`src/rtl/fetch_pc_unit.sv`:
```
// Fetch PC generation and fetch/decode pipeline register with redirect bubbles.
// Optional performance counters are built when FETCH_PERF_CNT_EN is defined.
module fetch_pc_unit #(
    parameter logic [31:0] RESET_PC  = 32'h4000_0000,
    parameter logic [31:0] NOP_INSTR = 32'h0000_0013
) (
    input  logic        clk,
    input  logic        rst,
    input  logic [1:0]  PCSel,
    input  logic [31:0] jal_target,
    input  logic [31:0] br_target,
    input  logic        stall,
    input  logic [31:0] imem_dout,
    input  logic        perf_clr,
    output logic [31:0] imem_addr,
    output logic [31:0] pc_f,
    output logic [31:0] pc_d,
    output logic [31:0] instr_d,
    output logic        valid_d,
    output logic [31:0] redirect_cnt,
    output logic [31:0] stall_cnt
);

    logic        redirect;
    logic [31:0] seq_pc;
    logic [31:0] next_pc;

    // PCSel == 11 is reserved and falls through to sequential fetch.
    assign redirect = (PCSel == 2'b01) || (PCSel == 2'b10);
    assign seq_pc   = pc_f + 32'd4;

    always_comb begin
        next_pc = seq_pc;
        case (PCSel)
            2'b01:   next_pc = jal_target;
            2'b10:   next_pc = br_target;
            default: next_pc = seq_pc;
        endcase
    end

    always_comb begin
        imem_addr = seq_pc;
        if (rst)
            imem_addr = RESET_PC;
        else if (redirect)
            imem_addr = next_pc;
        else if (stall)
            imem_addr = pc_f;
    end

    // Fetch stage: pc_f tags the word the synchronous memory returns next cycle.
    always_ff @(posedge clk) begin
        if (rst)
            pc_f <= RESET_PC;
        else
            pc_f <= imem_addr;
    end

    // Decode stage: a redirect squashes the wrong-path word into a bubble.
    always_ff @(posedge clk) begin
        if (rst) begin
            pc_d    <= RESET_PC;
            instr_d <= NOP_INSTR;
            valid_d <= 1'b0;
        end else if (redirect) begin
            pc_d    <= pc_f;
            instr_d <= NOP_INSTR;
            valid_d <= 1'b0;
        end else if (!stall) begin
            pc_d    <= pc_f;
            instr_d <= imem_dout;
            valid_d <= 1'b1;
        end
    end

`ifdef FETCH_PERF_CNT_EN
    function automatic logic [31:0] sat_inc(input logic [31:0] value);
        return (value == 32'hFFFF_FFFF) ? value : value + 32'd1;
    endfunction

    always_ff @(posedge clk) begin
        if (rst || perf_clr) begin
            redirect_cnt <= 32'd0;
            stall_cnt    <= 32'd0;
        end else if (redirect) begin
            redirect_cnt <= sat_inc(redirect_cnt);
        end else if (stall) begin
            stall_cnt    <= sat_inc(stall_cnt);
        end
    end
`else
    logic unused_perf_clr;

    assign unused_perf_clr = perf_clr;
    assign redirect_cnt    = 32'd0;
    assign stall_cnt       = 32'd0;
`endif

endmodule
```
`config.mk`:
```
export PLATFORM = sky130hd
export DESIGN_NAME = fetch_pc_unit
export DESIGN_NICKNAME = d
export VERILOG_FILES = /design/src/rtl/fetch_pc_unit.sv
export SDC_FILE = /design/constraint.sdc
export NUM_CORES = 1
export LEC_CHECK = 0
export BUFFER_PORTS_ARGS = -buffer_cell sky130_fd_sc_hd__buf_2
export CAP_MARGIN = 0
export CORE_AREA = 5 5 111 113
export DETAILED_ROUTE_END_ITERATION = 7
export DIE_AREA = 0 0 116 118
export GPL_TIMING_DRIVEN = 0
export PLACE_DENSITY = 0.92
export SLEW_MARGIN = 20
export SYNTH_ARGS = -nofsm -noshare
export SYNTH_HDL_FRONTEND = slang
export SYNTH_SLANG_ARGS = --single-unit
```
`constraint.sdc`:
```
create_clock -name clk -period 7.54 [get_ports clk]
set_input_delay 1.885 -clock clk [delete_from_list [all_inputs] [get_ports clk]]
set_output_delay 1.885 -clock clk [all_outputs]
set_load 0.005 [all_outputs]
```
* After elaboration in Yosys (flattened, before gate mapping)
Index checks and enable logic that the tools add are counted.
** Operators by class
- Add/subtract/negate cells :: 1
- Equality and inequality tests :: 3
- Multiplexer cells :: 6
- Reduce and logical (&&, ||, !) cells :: 2
** Operators with widths (number)
- 2-to-1 mux 32 bit :: 5
- one-hot mux 32 bit (2 select lines) :: 1
- adder 32 x 3 -> 32 bit, second input constant :: 1
- equality test 2 x 1 -> 1 bit, second input constant :: 1
- equality test 2 bit, second input constant :: 1
- != test 2 x 1 -> 1 bit, second input constant :: 1
- OR reduction 2 bit :: 1
- logical OR 1 bit :: 1
** Word-level totals
- Flip-flop bits (word level) :: 97
- Bits of input ports :: 102
- Output and inout bits :: 193
- Logic and storage cells :: 16

* Logic depth before layout (Yosys ltp)
- Depth after elaboration :: 4
- Gate-level depth with buffers :: 7
- Depth with buffers taken out :: 6

* Least setup slack after synthesis
OpenSTA, ideal clock, no wires.
- Kind :: in2out
- From :: input PCSel[0]
- To :: output imem_addr[30]
- Data arrival time :: 3.186 ns
- Required time :: 5.655 ns
- Slack :: 2.469 ns
- Stages on the path :: 6
- Path buffers :: 2
- Cell sequence :: inv_1 ha_1 clkbuf_1 clkbuf_1 nor2b_1 a21oi_1
** Between the ends
- Longest elaborated chain between the ends :: 4
- Elaborated cells between the ends (all ways) :: 6
- Classes of those cells :: eq/ne (2); mux (3); reduce/logical (1)
** RTL lines
- start: declaration :: RTL line 9 : input logic [1:0] PCSel,
- equality test 2 bit or equality test 2 x 1 -> 1 bit (tied branches) :: RTL line 29, 34
- one-hot mux 32 bit (2 select lines) or logical OR 1 bit (tied branches) :: RTL line 34, 29
- 2-to-1 mux 32 bit * :: RTL line 45 : else if (redirect)
- 2-to-1 mux 32 bit * :: RTL line 43 : if (rst)
- end: declaration :: RTL line 15 : output logic [31:0] imem_addr,
Every way passes the cells marked *; elsewhere a longest branch is shown, timed or not.

* Worst setup path in the final report
Same ends and word-level chain as after synthesis.

==> metrics <==
GPL Wtd Cong=0.8365; Starting Density=43.05%; Synth area leaders=dfxtp_1, buf_4, a211oi_1, mux2i_1, nand2_1; core region area=11220 sq um; register area share after synthesis=40.19%; most frequent cell after synthesis=dfxtp_1; startpoint types=input port; Post-synth EDFFs=0; HPWL Detailed=13770 microns; post-layout min period=6184 ps; CP endpoint kind=primary output; RSZ-0062 raised after global routing=no; first-pass GRT wire length=26190 microns; DRT Wirelength=17460 microns; Arrival @ worst endpoint=4300 ps; Mapped Area=4832 sq um; die height=118 microns; first drt pass iteration count=5; Yosys top cell area share=40.19%; ratio of cells with drive above 1 in the final layout=36.59%; largest net degree at the start of global routing=20; Post-synth top cells=dfxtp_1, nand2_1, buf_4, a211oi_1, nor2_1; share of the core filled with cells=59.54%; MaxCap Viol Count=0; row count=39; CP Class=in2out; DR WL/cell=17.39 microns; # resized after CTS=0; die area=13690 sq um; synthesized area per cell=8.722 sq um; Layout fillers=1007; Layout area overhead=38.30%; status=completed; Worst Hold Class=reg2reg; Nets=961; Clk pin slew, worst setup/hold paths=70 ps; PortBufs=228; post-synth cell types=36; Setup TNS=0 ps; initial DRC count=262; DRC=0; setup bufs post-CTS=0; synthesized flop and latch total=97; Num Clock Sinks=97; vias in the first global route=4865; worst setup path startpoint=PCSel[0]; Ant. Diodes=0; Max FO, Critical Path=10; Slew Limit Headroom=45.41%; htree depth=3; final-report hold violation count=0; Worst Tran Pin Value=818.8 ps; asr flop ratio synth=0%; Max clock buf depth=2; worst skew pair latency=350 ps; WP data required=5660 ps; power density over the cells=195.3 nW/um^2; Post-Syn Instances=554; TritonCTS clock tree=done; die width=116 microns; Routed Antenna Nets=0; Peak VDD IR=120.3 uV; CTS Buf Count=9; final setup fails=0; final worst-path cycle share=82.01%; clock root buffer master=clkbuf_16; GRT Residual Overflow=0; cell taking the most area after synthesis=dfxtp_1; initial antenna violation count=0; max-slew violations=0; top_reg_cell synth=dfxtp_1; Post-CTS Hold Buffers=0; routed vias=5069; Leak=3.317 nW; global-route usage over all layers=24.55%; Reg-to-Reg Start=pc_f[2]; HP Start=pc_d[7]; skew final=6.711 ps; FMAX=161.7 MHz; boundary pin count=295; DR vias/cell=5.049; Yosys warnings=0
## cell families after synthesis
group | synth area share [%]
multiplexers | 6.836
flip-flops | 40.19
adder cells (fa/ha/maj) | 0.7769
buffers and inverters | 13.62
other | 0.07761
XOR/XNOR | 5.075
AO/OA/AOI/OAI | 18.41
AND/OR/NAND/NOR | 15.02
## flip-flops by register name, indices dropped and copies added (netlist names)
name and cells:
valid_d 1, pc_d 32, pc_f 32, instr_d 32
## layout by cell type, fill, tap and decap left out, types with 5 or more instances in the layout
cell type	n
buf_2	229
dfxtp_1	97
nand2_1	76
buf_4	64
conb_1	64
a211oi_1	50
nor2_1	38
a21oi_1	36
clkbuf_1	34
mux2i_1	33
a221oi_1	27
xor2_1	23
nand3_1	11
clkbuf_16	9
buf_1	7
nand4_1	6
o22ai_1	6
inv_1	5
a22oi_1	5
xnor2_1	5
## routing by layer
metal	GRT usage (%)	up-vias	share of wire (%)
li1	-	2462	-
met1	29.52	2307	39
met2	42.48	276	50
met3	6.118	24	9.9
met4	7.542	0	1.6
met5	0	-	0
## worst paths after layout
kind	to	slack [ps]	cells after the start
worst max-delay path	imem_addr[30]	1360	8
worst min-delay path	pc_d[7]	450	2
worst max register to register	pc_f[26]	5210	6
worst min register to register	pc_d[7]	450	2
## final cells by class
class	instances	area (sq um)	area share [%]
Sequential cell	97	1942	29.06
Clock inverter	7	68.82	1.030
Clock buffer	9	225.2	3.370
Inverter	5	18.77	0.2808
Timing Repair Buffer	228	1141	17.08
Tap cell	143	178.9	2.677
Multi-Input combinational cell	409	2469	36.94
Buffer	106	639.4	9.567
## power by group
group / switching [mW] / internal, mW
registers: 0.0342 / 0.545
clock network: 0.224 / 0.235
logic: 0.147 / 0.121
## critical path, stage by stage
cell	delay, ps
buf_2	100
inv_1	40
ha_1	400
clkbuf_1	540
clkbuf_1	510
nor2b_1	540
a21oi_1	120
buf_2	160
## stage by stage
| stage | instances | hold WS, ps | worst slack [ps] | instance area [sq um] | power, mW |
|---|---|---|---|---|---|
| finish | 1004 | 450.5 | 1356 | 6683 | 1.305 |
| global route | 1004 | 464.6 | 1136 | 6683 | 1.371 |
| CTS | 1004 | 450.7 | 1369 | 6683 | 1.312 |
| detailed placement | 988 | 440.7 | 1388 | 6389 | 0.8545 |
| global placement | 988 | 431.8 | 1328 | 6389 | 0.8486 |
| floorplan | 617 | 442.1 | 2469 | 5069 | 0.7326 |
Power figures use the tool's default switching activity.
